`src/rtl/dmem_port_arbiter_pkg.sv`:
```
// dmem_port_arbiter_pkg: shared state encoding and port-id helpers for the data memory port arbiter
package dmem_port_arbiter_pkg;
  typedef enum logic [1:0] {
    ST_IDLE     = 2'd0,
    ST_ISSUE    = 2'd1,
    ST_COMPLETE = 2'd2
  } arb_state_e;
  localparam int PID_W = 1;
  typedef logic [PID_W-1:0] pid_t;
  function automatic logic [1:0] pid2oh(input pid_t id);
    return id[0] ? 2'b10 : 2'b01;
  endfunction
endpackage

```
`src/rtl/dmem_port_arbiter_if.sv`:
```
// dmem_port_if: one requester's valid/ready request channel plus its one-cycle response pulse
interface dmem_port_if #(
  parameter int AW = 16,
  parameter int DW = 16
) ();
  logic          req_valid;
  logic          req_ready;
  logic          req_we;
  logic [AW-1:0] req_addr;
  logic [DW-1:0] req_wdata;
  logic          rsp_valid;
  logic [DW-1:0] rsp_rdata;
  modport master (
    output req_valid, req_we, req_addr, req_wdata,
    input  req_ready, rsp_valid, rsp_rdata
  );
  modport slave (
    input  req_valid, req_we, req_addr, req_wdata,
    output req_ready, rsp_valid, rsp_rdata
  );
endinterface

```
`src/rtl/dmem_port_arbiter_rr_arb2.sv`:
```
// rr_arb2: two-way arbiter with a 1-bit priority pointer, fixed-priority option, one-hot grant
module rr_arb2 #(
  parameter int FIXED_PRIO = 0
) (
  input  logic       clk,
  input  logic       rst,
  input  logic       en_i,
  input  logic [1:0] req_i,
  output logic [1:0] gnt_o
);
  logic ptr_q, ptr_d;
  logic pick1;
  always_comb begin
    pick1 = req_i[1] && (!req_i[0] || (FIXED_PRIO == 0 && ptr_q));
    gnt_o = en_i ? {pick1, req_i[0] && !pick1} : 2'b00;
    ptr_d = gnt_o[0] ? 1'b1 : gnt_o[1] ? 1'b0 : ptr_q;
  end
  always_ff @(posedge clk) begin
    if (rst) ptr_q <= 1'b0;
    else     ptr_q <= ptr_d;
  end
endmodule

```
`src/rtl/dmem_port_arbiter.sv`:
```
// dmem_port_arbiter: shares the registered-address data memory between the LSU (p0) and the debug/DMA loader (p1)
module dmem_port_arbiter
  import dmem_port_arbiter_pkg::*;
#(
  parameter int AW         = 16,
  parameter int DW         = 16,
  parameter int FIXED_PRIO = 0
) (
  input  logic          clk,
  input  logic          rst,
  dmem_port_if.slave    p0,
  dmem_port_if.slave    p1,
  output logic [AW-1:0] mem_addr_o,
  output logic          mem_read_en_o,
  output logic          mem_write_en_o,
  output logic [DW-1:0] mem_wdata_o,
  input  logic [DW-1:0] mem_rdata_i
);
  arb_state_e    st_q, st_d;
  logic [1:0]    gnt;
  logic          acc, acc_en, done;
  logic          we_q, we_d;
  logic [AW-1:0] addr_q, addr_d;
  logic [DW-1:0] wdata_q, wdata_d;
  pid_t          id_q, id_d;
  logic [1:0]    rsp_v_q, rsp_v_d;
  logic [DW-1:0] rdata0_q, rdata0_d, rdata1_q, rdata1_d;

  assign acc_en = !rst && st_q != ST_ISSUE;
  assign acc    = |gnt;
  assign done   = st_q == ST_COMPLETE;

  rr_arb2 #(.FIXED_PRIO(FIXED_PRIO)) u_arb (
    .clk   (clk),
    .rst   (rst),
    .en_i  (acc_en),
    .req_i ({p1.req_valid, p0.req_valid}),
    .gnt_o (gnt)
  );

  assign p0.req_ready = gnt[0];
  assign p1.req_ready = gnt[1];
  assign p0.rsp_valid = rsp_v_q[0];
  assign p1.rsp_valid = rsp_v_q[1];
  assign p0.rsp_rdata = rdata0_q;
  assign p1.rsp_rdata = rdata1_q;

  always_ff @(posedge clk) begin
    if (rst) st_q <= ST_IDLE;
    else     st_q <= st_d;
  end

  always_comb begin
    st_d = acc ? ST_ISSUE : st_q == ST_ISSUE ? ST_COMPLETE : ST_IDLE;
  end

  // The write strobe is gated by rst so a write caught by reset in COMPLETE never commits.
  always_comb begin
    mem_addr_o     = addr_q;
    mem_wdata_o    = wdata_q;
    mem_read_en_o  = done && !we_q;
    mem_write_en_o = done && we_q && !rst;
  end

  always_comb begin
    id_d     = acc ? pid_t'(gnt[1]) : id_q;
    we_d     = acc ? (gnt[1] ? p1.req_we : p0.req_we) : we_q;
    addr_d   = acc ? (gnt[1] ? p1.req_addr : p0.req_addr) : addr_q;
    wdata_d  = acc ? (gnt[1] ? p1.req_wdata : p0.req_wdata) : wdata_q;
    rsp_v_d  = done ? pid2oh(id_q) : 2'b00;
    rdata0_d = (done && !we_q && id_q == pid_t'(0)) ? mem_rdata_i : rdata0_q;
    rdata1_d = (done && !we_q && id_q == pid_t'(1)) ? mem_rdata_i : rdata1_q;
  end

  always_ff @(posedge clk) begin
    if (rst) begin
      id_q     <= '0;
      we_q     <= 1'b0;
      addr_q   <= '0;
      wdata_q  <= '0;
      rsp_v_q  <= 2'b00;
      rdata0_q <= '0;
      rdata1_q <= '0;
    end else begin
      id_q     <= id_d;
      we_q     <= we_d;
      addr_q   <= addr_d;
      wdata_q  <= wdata_d;
      rsp_v_q  <= rsp_v_d;
      rdata0_q <= rdata0_d;
      rdata1_q <= rdata1_d;
    end
  end
endmodule

```
`src/flat_wrapper.sv`:
```
// flat-port wrapper written by rule: the top's interface ports become plain ports
module dmem_port_arbiter_flat import dmem_port_arbiter_pkg::*;
#(
  parameter int AW         = 16,
  parameter int DW         = 16,
  parameter int FIXED_PRIO = 0
)
  (clk, rst, mem_addr_o, mem_read_en_o, mem_write_en_o, mem_wdata_o, mem_rdata_i, p0_req_valid, p0_req_we, p0_req_addr, p0_req_wdata, p0_req_ready, p0_rsp_valid, p0_rsp_rdata, p1_req_valid, p1_req_we, p1_req_addr, p1_req_wdata, p1_req_ready, p1_rsp_valid, p1_rsp_rdata);
  dmem_port_if #(.AW(AW), .DW(DW)) p0_i ();
  dmem_port_if #(.AW(AW), .DW(DW)) p1_i ();
  input  logic clk;
  input  logic rst;
  output logic [AW-1:0] mem_addr_o;
  output logic mem_read_en_o;
  output logic mem_write_en_o;
  output logic [DW-1:0] mem_wdata_o;
  input  logic [DW-1:0] mem_rdata_i;
  input wire logic [$bits(p0_i.req_valid)-1:0] p0_req_valid;
  input wire logic [$bits(p0_i.req_we)-1:0] p0_req_we;
  input wire logic [$bits(p0_i.req_addr)-1:0] p0_req_addr;
  input wire logic [$bits(p0_i.req_wdata)-1:0] p0_req_wdata;
  output wire logic [$bits(p0_i.req_ready)-1:0] p0_req_ready;
  output wire logic [$bits(p0_i.rsp_valid)-1:0] p0_rsp_valid;
  output wire logic [$bits(p0_i.rsp_rdata)-1:0] p0_rsp_rdata;
  input wire logic [$bits(p1_i.req_valid)-1:0] p1_req_valid;
  input wire logic [$bits(p1_i.req_we)-1:0] p1_req_we;
  input wire logic [$bits(p1_i.req_addr)-1:0] p1_req_addr;
  input wire logic [$bits(p1_i.req_wdata)-1:0] p1_req_wdata;
  output wire logic [$bits(p1_i.req_ready)-1:0] p1_req_ready;
  output wire logic [$bits(p1_i.rsp_valid)-1:0] p1_rsp_valid;
  output wire logic [$bits(p1_i.rsp_rdata)-1:0] p1_rsp_rdata;
  assign p0_i.req_valid = p0_req_valid;
  assign p0_i.req_we = p0_req_we;
  assign p0_i.req_addr = p0_req_addr;
  assign p0_i.req_wdata = p0_req_wdata;
  assign p0_req_ready = p0_i.req_ready;
  assign p0_rsp_valid = p0_i.rsp_valid;
  assign p0_rsp_rdata = p0_i.rsp_rdata;
  assign p1_i.req_valid = p1_req_valid;
  assign p1_i.req_we = p1_req_we;
  assign p1_i.req_addr = p1_req_addr;
  assign p1_i.req_wdata = p1_req_wdata;
  assign p1_req_ready = p1_i.req_ready;
  assign p1_rsp_valid = p1_i.rsp_valid;
  assign p1_rsp_rdata = p1_i.rsp_rdata;
  dmem_port_arbiter #(.AW(AW), .DW(DW), .FIXED_PRIO(FIXED_PRIO)) u_core (.clk(clk), .rst(rst), .p0(p0_i), .p1(p1_i), .mem_addr_o(mem_addr_o), .mem_read_en_o(mem_read_en_o), .mem_write_en_o(mem_write_en_o), .mem_wdata_o(mem_wdata_o), .mem_rdata_i(mem_rdata_i));
endmodule
```
`config.mk`:
```
export PLATFORM = sky130hd
export DESIGN_NAME = dmem_port_arbiter_flat
export DESIGN_NICKNAME = d
export VERILOG_FILES = /design/src/rtl/dmem_port_arbiter_pkg.sv /design/src/rtl/dmem_port_arbiter_if.sv /design/src/rtl/dmem_port_arbiter_rr_arb2.sv /design/src/rtl/dmem_port_arbiter.sv /design/src/flat_wrapper.sv
export SDC_FILE = /design/constraint.sdc
export NUM_CORES = 1
export LEC_CHECK = 0
export CAP_MARGIN = 10
export CORE_ASPECT_RATIO = 0.75
export CORE_UTILIZATION = 30
export DETAILED_ROUTE_END_ITERATION = 7
export PLACE_DENSITY = 0.73
export SLEW_MARGIN = 20
export SYNTH_ARGS = -nofsm -noshare
export SYNTH_HDL_FRONTEND = slang
export SYNTH_SLANG_ARGS = --single-unit
```
`constraint.sdc`:
```
create_clock -name clk -period 3.1 [get_ports clk]
set_input_delay 0.465 -clock clk [delete_from_list [all_inputs] [get_ports clk]]
set_output_delay 0.465 -clock clk [all_outputs]
set_load 0.01 [all_outputs]
```
==> results.cfg, run 1 <==
[power]
totalPowerFinal_uw = 2510
power_per_cell_area_nw_per_um2 = 512
power_leakage_uw = 0.00163
p_sw_uw = 646
combinational_cell_fraction_of_total_power = 0.189
share_seq_of_total_power = 0.404
switching_power_as_a_share_of_total_power = 0.258
intPower_uw = 1860
peakVddDrop_mv = 0.228
power_frac_clock = 0.407

[routing]
drc = 0
drt-vias-per-instance = 5.11
via_count = 3237
finalWirelength_um = 9850
drt-pass1-iter-count = 4
drt_iter0_drc = 111
route.detailed.wl_per_inst_um = 15.6
drtAntennaViolNets = 0

[worst_setup_path]
reg2reg_from = u_core.st_q[0]$_SDFF_PP0_
reg2reg_setup_slack_ns = 1.34
cp.required_ns = 2.63
critical_path_arrival_ns = 2.05
timing.critical_path.from_type = primary input
rr_worst_depth = 4
timing.rr.end = u_core.mem_wdata_o[7]$_SDFFE_PP0P_
path_max_fanout = 8
endpoint_class_of_the_critical_path = output pin
path_class = primary input to output pin

[global_routing]
grt_pass1_wl_um = 15300
grt_start_max_net_pins = 69
grt-busiest-layer = met2
first_global_vias = 3034
groute.layer.met2.usage = 0.299
grt_antenna_before_repair = 0
total_routing_resource_utilization_after_global_routing = 0.183
groute.layer.met3.usage = 0.0651
grt_remaining_overflow = 0
grt_util_met1 = 0.227

[clocking]
postCtsSetupBuffers = 0
cts.root.buffer_cell = sky130_fd_sc_hd__clkbuf_16
cts.hold.buffers_added = 0
clock_latency_ns = 0.33
tritoncts.num_buffers = 9
ctsResizeCount = 0
clock_sink_count = 71
clk_pin_slew_ns = 0.06
h_tree_level_count = 3
cts_tree = built
cts_buffer_depth = 2

[floorplanning]
die-width_um = 118
row_count = 31
design.die.area_sq_um = 10500
io_pins = 156
die_height_um = 89.1
floorplan.initialDensity = 0.312
floorplan.core_area_sq_um = 9740

[finish]
utilization = 0.503
most-common-layout-cells = 154 x sky130_fd_sc_hd__clkdlybuf4s50_1, 71 x sky130_fd_sc_hd__dfxtp_1, 67 x sky130_fd_sc_hd__a21oi_1
area_added_between_synthesis_and_finish_pct = 61.2
layout_commonest_cell = sky130_fd_sc_hd__clkdlybuf4s50_1
share_of_final_layout_standard_cells_stronger_than_drive_strength_1 = 0.0579
finalNetCount = 582
antennaDiodeCount = 0

[synth]
main_synth_ff_type = sky130_fd_sc_hd__dfxtp_1
synth_compound_area_frac = 0.118
postSynthCellCount = 367
synth.distinct_cells = 26
synthesis.area_sq_um = 3040
synth_xor_xnor_area_share = 0
synth-simple-area-share = 0.345
asyncSetResetFlopFracSynth = 0
synth_top_family_by_area = simple AND/OR/NAND/NOR gates
ys_ff_latch = 71
synth_sequential_area_ratio = 0.468
synth.avg_cell_area_sq_um = 8.27
yosysWarnings = 0
synth-edff-count = 0
synth_nets = 453
synth_adder_area_share = 0
muxShareOfSynthArea = 0

[timing]
finalCritPeriodShare = 0.810
setup_repair_after_global_routing_missed_its_margin = false
final_layout_setup_total_negative_slack_ns = 0
worst_clock_skew_on_the_final_layout_ns = 0.00369
setup-violations-final = 0
slew_viol_final = 0
worst_pin_slew_ns = 0.900
finalWorstPathRequiredPeriod_ns = 2.51
maxClockFrequency_ghz = 0.398
hold_viol_final = 0
slew-limit-headroom = 0.397

[min_path]
hold_start = u_core.p0.rsp_rdata[13]$_SDFFE_PP0P_
timing.hold.worst.class = flip-flop to flip-flop
hold-path-endpoint = u_core.p0.rsp_rdata[13]$_SDFFE_PP0P_
hold-path-cell-count = 2

[placement]
place_hpwl_um = 6600
io_buffer_count = 155
routability_congestion_estimate_from_global_placement = 0.738

[run]
maxCapViolations = 0

[run_status]
status = completed
==> per-layer routing <==
metal  vias up  wire length, um
li1       1589                -
met2       105             4490
met4         0              112
met1      1536             4580
met3         7              666
met5         -                0
==> cell type report <==
type,count,area (sq um)
flip-flops and latches,71,1420
inverters,1,3.75
clock inverters,7,72.6
repair buffers,161,1590
fillers,913,4840
clock buffers,9,225
multi-input cells,252,1420
well taps,132,165
==> power by group through the flow <==
| stage | combinational, uW | sequential, uW | clock, uW |
|---|---|---|---|
| after detailed placement | 475 | 1030 | 0 |
| final | 474 | 1010 | 1020 |
| after global routing | 514 | 1020 | 1090 |
| after floorplan | 193 | 1050 | 0 |
| after CTS | 477 | 1010 | 1050 |
| after global placement | 469 | 1030 | 0 |
==> per-stage QoR <==
stage                     cell area [sq um]  setup WS [ns]  hold slack, ns  cells
final                                  4900          0.588           0.459    633
after global routing                   4900          0.509           0.476    633
after CTS                              4900          0.576           0.459    633
after detailed placement               4600          0.596           0.450    617
after global placement                 4600          0.606           0.443    617
after floorplan                        3040           1.27           0.473    367
==> critical path: stages <==
cell and delay (ns):
sky130_fd_sc_hd__clkdlybuf4s50_1 0.55, sky130_fd_sc_hd__a21bo_2 0.28, sky130_fd_sc_hd__nor3_1 0.15, sky130_fd_sc_hd__clkdlybuf4s50_1 0.59
==> cells in the mapped netlist (2+ instances only) <==
master / count / area [sq um]
sky130_fd_sc_hd__and2_1: 2 / 12.5
sky130_fd_sc_hd__nand2_1: 64 / 240
sky130_fd_sc_hd__a21oi_1: 67 / 335
sky130_fd_sc_hd__nor3_1: 35 / 175
sky130_fd_sc_hd__nor4_1: 33 / 206
sky130_fd_sc_hd__buf_2: 24 / 120
sky130_fd_sc_hd__dfxtp_1: 71 / 1420
sky130_fd_sc_hd__nand2b_1: 2 / 12.5
sky130_fd_sc_hd__clkbuf_1: 15 / 56.3
sky130_fd_sc_hd__clkbuf_2: 2 / 10.0
sky130_fd_sc_hd__nor2_1: 3 / 11.3
sky130_fd_sc_hd__nor2b_1: 2 / 12.5
sky130_fd_sc_hd__nor4b_1: 34 / 298
==> state kept, by name (all words and copies together), names as in the netlist <==
| register | cells |
|---|---|
| u_core.rsp_v_q | 2 |
| u_core.p0.rsp_rdata | 16 |
| u_core.u_arb.ptr_q | 1 |
| u_core.we_q | 1 |
| u_core.id_q | 1 |
| u_core.p1.rsp_rdata | 16 |
| u_core.mem_addr_o | 16 |
| u_core.st_q | 2 |
| u_core.mem_wdata_o | 16 |
==> worst max-delay path by stage <==
| stage | start | to | cells past startpoint |
|---|---|---|---|
| final | p1_req_valid | p0_req_ready | 4 |
| after global routing | p1_req_valid | p0_req_ready | 4 |
| after CTS | p1_req_valid | p0_req_ready | 4 |
| after detailed placement | p1_req_valid | p0_req_ready | 4 |
| after global placement | p1_req_valid | p0_req_ready | 4 |
| after floorplan | p1_req_valid | p0_req_ready | 5 |
==> logic make-up after synthesis <==
| group | Yosys count |
|---|---|
| AOI/OAI and AO/OA | 70 |
| buffers and inverters | 44 |
| DFF | 71 |
| and+or+nand+nor | 182 |
Power figures use the tool's default switching activity.
==> run 2: changes to the inputs <==
- PLACE_DENSITY: 0.73 -> 0.76
- clock period: 3.1 -> 2.3 ns (I/O delays scaled with it)
==> results.cfg, run 2 (synthesis results as in run 1) <==
[worst_setup_path]
endpoint_class_of_the_critical_path = output pin
critical_path_arrival_ns = 1.77
cpMaxStageDelayCell = sky130_fd_sc_hd__clkdlybuf4s50_1
path_max_fanout = 7
crit_chain = nand2b_1, nor2_1, and2_1, clkdlybuf4s50_1
cp.required_ns = 1.96
path_class = flip-flop to output pin
timing.critical_path.from_type = flip-flop
critPathMaxStageDelay_ns = 0.55

[power]
intPower_uw = 2630
totalPowerFinal_uw = 3530
power_per_cell_area_nw_per_um2 = 711
combinational_cell_fraction_of_total_power = 0.182
peakVddDrop_mv = 0.266
switching_power_as_a_share_of_total_power = 0.254
power_frac_clock = 0.431
p_sw_uw = 898
power_leakage_uw = 0.00169
share_seq_of_total_power = 0.387

[global_routing]
total_routing_resource_utilization_after_global_routing = 0.180
grt_pass1_wl_um = 15000
first_global_vias = 3075
grt_antenna_before_repair = 0
grt_start_max_net_pins = 69
grt_remaining_overflow = 0

[routing]
drt-pass1-iter-count = 4
drc = 0
drtAntennaViolNets = 0
drt-vias-per-instance = 5.16
route.detailed.wl_per_inst_um = 15.4
finalWirelength_um = 9820
via_count = 3288
drt_iter0_drc = 136

[timing]
setup_repair_after_global_routing_missed_its_margin = false
final_layout_setup_total_negative_slack_ns = 0
maxClockFrequency_ghz = 0.473
worst_pin_slew_ns = 0.699
finalCritPeriodShare = 0.919
worst_clock_skew_on_the_final_layout_ns = 0.00732
slew-limit-headroom = 0.534
setup-violations-final = 0
finalWorstPathRequiredPeriod_ns = 2.11
hold_viol_final = 0
slew_viol_final = 0

[finish]
most-common-layout-cells = 152 x sky130_fd_sc_hd__clkdlybuf4s50_1, 71 x sky130_fd_sc_hd__dfxtp_1, 67 x sky130_fd_sc_hd__a21oi_1
utilization = 0.510
area_added_between_synthesis_and_finish_pct = 63.4
instances_no_fill = 637
finalNetCount = 586
fillerInstances = 919
layout_commonest_cell = sky130_fd_sc_hd__clkdlybuf4s50_1
share_of_final_layout_standard_cells_stronger_than_drive_strength_1 = 0.0653
antennaDiodeCount = 0

[floorplanning]
die_height_um = 89.1
floorplan.core_area_sq_um = 9740
die-width_um = 118
floorplan.initialDensity = 0.312
io_pins = 156
design.die.area_sq_um = 10500
row_count = 31

[clocking]
clock_sink_count = 71
tritoncts.num_buffers = 9
cts.root.buffer_cell = sky130_fd_sc_hd__clkbuf_16
clock_latency_ns = 0.33
h_tree_level_count = 3
cts_tree = built
clk_pin_slew_ns = 0.06
cts_buffer_depth = 2
postCtsSetupBuffers = 0

[placement]
io_buffer_count = 155
count_of_placed_standard_cells_including_taps = 621
routability_congestion_estimate_from_global_placement = 0.721
place_hpwl_um = 6680

[run_status]
status = completed

[run]
maxCapViolations = 0

[min_path]
timing.hold.worst.class = primary input to flip-flop
[run 2: changes by cell type in the layout (fill, tap and decap cells not counted)]
cell / before / now
sky130_fd_sc_hd__buf_4: 6 / 10
sky130_fd_sc_hd__bufinv_16: 1 / 2
sky130_fd_sc_hd__clkdlybuf4s50_1: 154 / 152
sky130_fd_sc_hd__clkinv_2: 2 / 0
sky130_fd_sc_hd__clkinvlp_4: 2 / 1
sky130_fd_sc_hd__dlymetal6s2s_1: 0 / 2
sky130_fd_sc_hd__inv_6: 1 / 3
[run 2: worst max-delay path, delay by kind of cell, from the launching register on]
family	cells	cell delay, ns
buf+inv	1	0.55
simple gates	3	0.42
flops	1	0.47
[run 2: worst paths after layout]
path / startpoint / endpoint / slack [ns] / depth (start not counted)
worst max-delay path: u_core.st_q[1]$_SDFF_PP0_ / mem_write_en_o / 0.19 / 4
worst min-delay path: rst / u_core.rsp_v_q[1]$_SDFF_PP0_ / 0.43 / 3
worst max register to register: u_core.st_q[0]$_SDFF_PP0_ / u_core.mem_addr_o[8]$_SDFFE_PP0P_ / 0.57 / 4
worst min register to register: u_core.p0.rsp_rdata[13]$_SDFFE_PP0P_ / u_core.p0.rsp_rdata[13]$_SDFFE_PP0P_ / 0.46 / 2
[run 2: what timing repair did]
action                                  4_1_cts  5_1_grt
endpoints found under the setup margin        0        2
hold buffers                                  0        0
resized for setup                             0        2
[run 2: power by group through the flow]
stage          combinational (uW)  clock [uW]  sequential [uW]
6_report                      643        1520             1360
2_1_floorplan                 260           0             1420
3_5_place_dp                  644           0             1390
5_1_grt                       694        1610             1370
4_1_cts                       648        1580             1360
3_3_place_gp                  635           0             1390
[run 2: per-stage QoR]
step | setup WS, ns | hold WS, ns | area, sq um
floorplan | 0.708 | 0.473 | 3040
global placement | 0.0902 | 0.442 | 4630
detailed placement | 0.0718 | 0.449 | 4630
CTS | 0.0648 | 0.405 | 4960
global route | 0.121 | 0.441 | 4960
finish | 0.186 | 0.430 | 4960
[run 2: final cells by class]
| cell class | instances | area [sq um] | share of cell area |
|---|---|---|---|
| Timing Repair Buffer | 165 | 1630 | 0.328 |
| Sequential cell | 71 | 1420 | 0.287 |
| Multi-Input combinational cell | 252 | 1420 | 0.285 |
| Clock buffer | 9 | 225 | 0.0454 |
| Tap cell | 132 | 165 | 0.0333 |
| Clock inverter | 7 | 103 | 0.0207 |
| Inverter | 1 | 3.75 | 0.000757 |
[run 2: routing by layer]
metal / part of all wire / wire [um] / GRT usage / vias to the layer above
met1: 0.46 / 4480 / 0.226 / 1577
met3: 0.058 / 566 / 0.0427 / 10
met2: 0.47 / 4660 / 0.305 / 108
met4: 0.012 / 118 / 0.0688 / 0
met5: 0 / 0 / 0 / -
li1: - / - / - / 1593
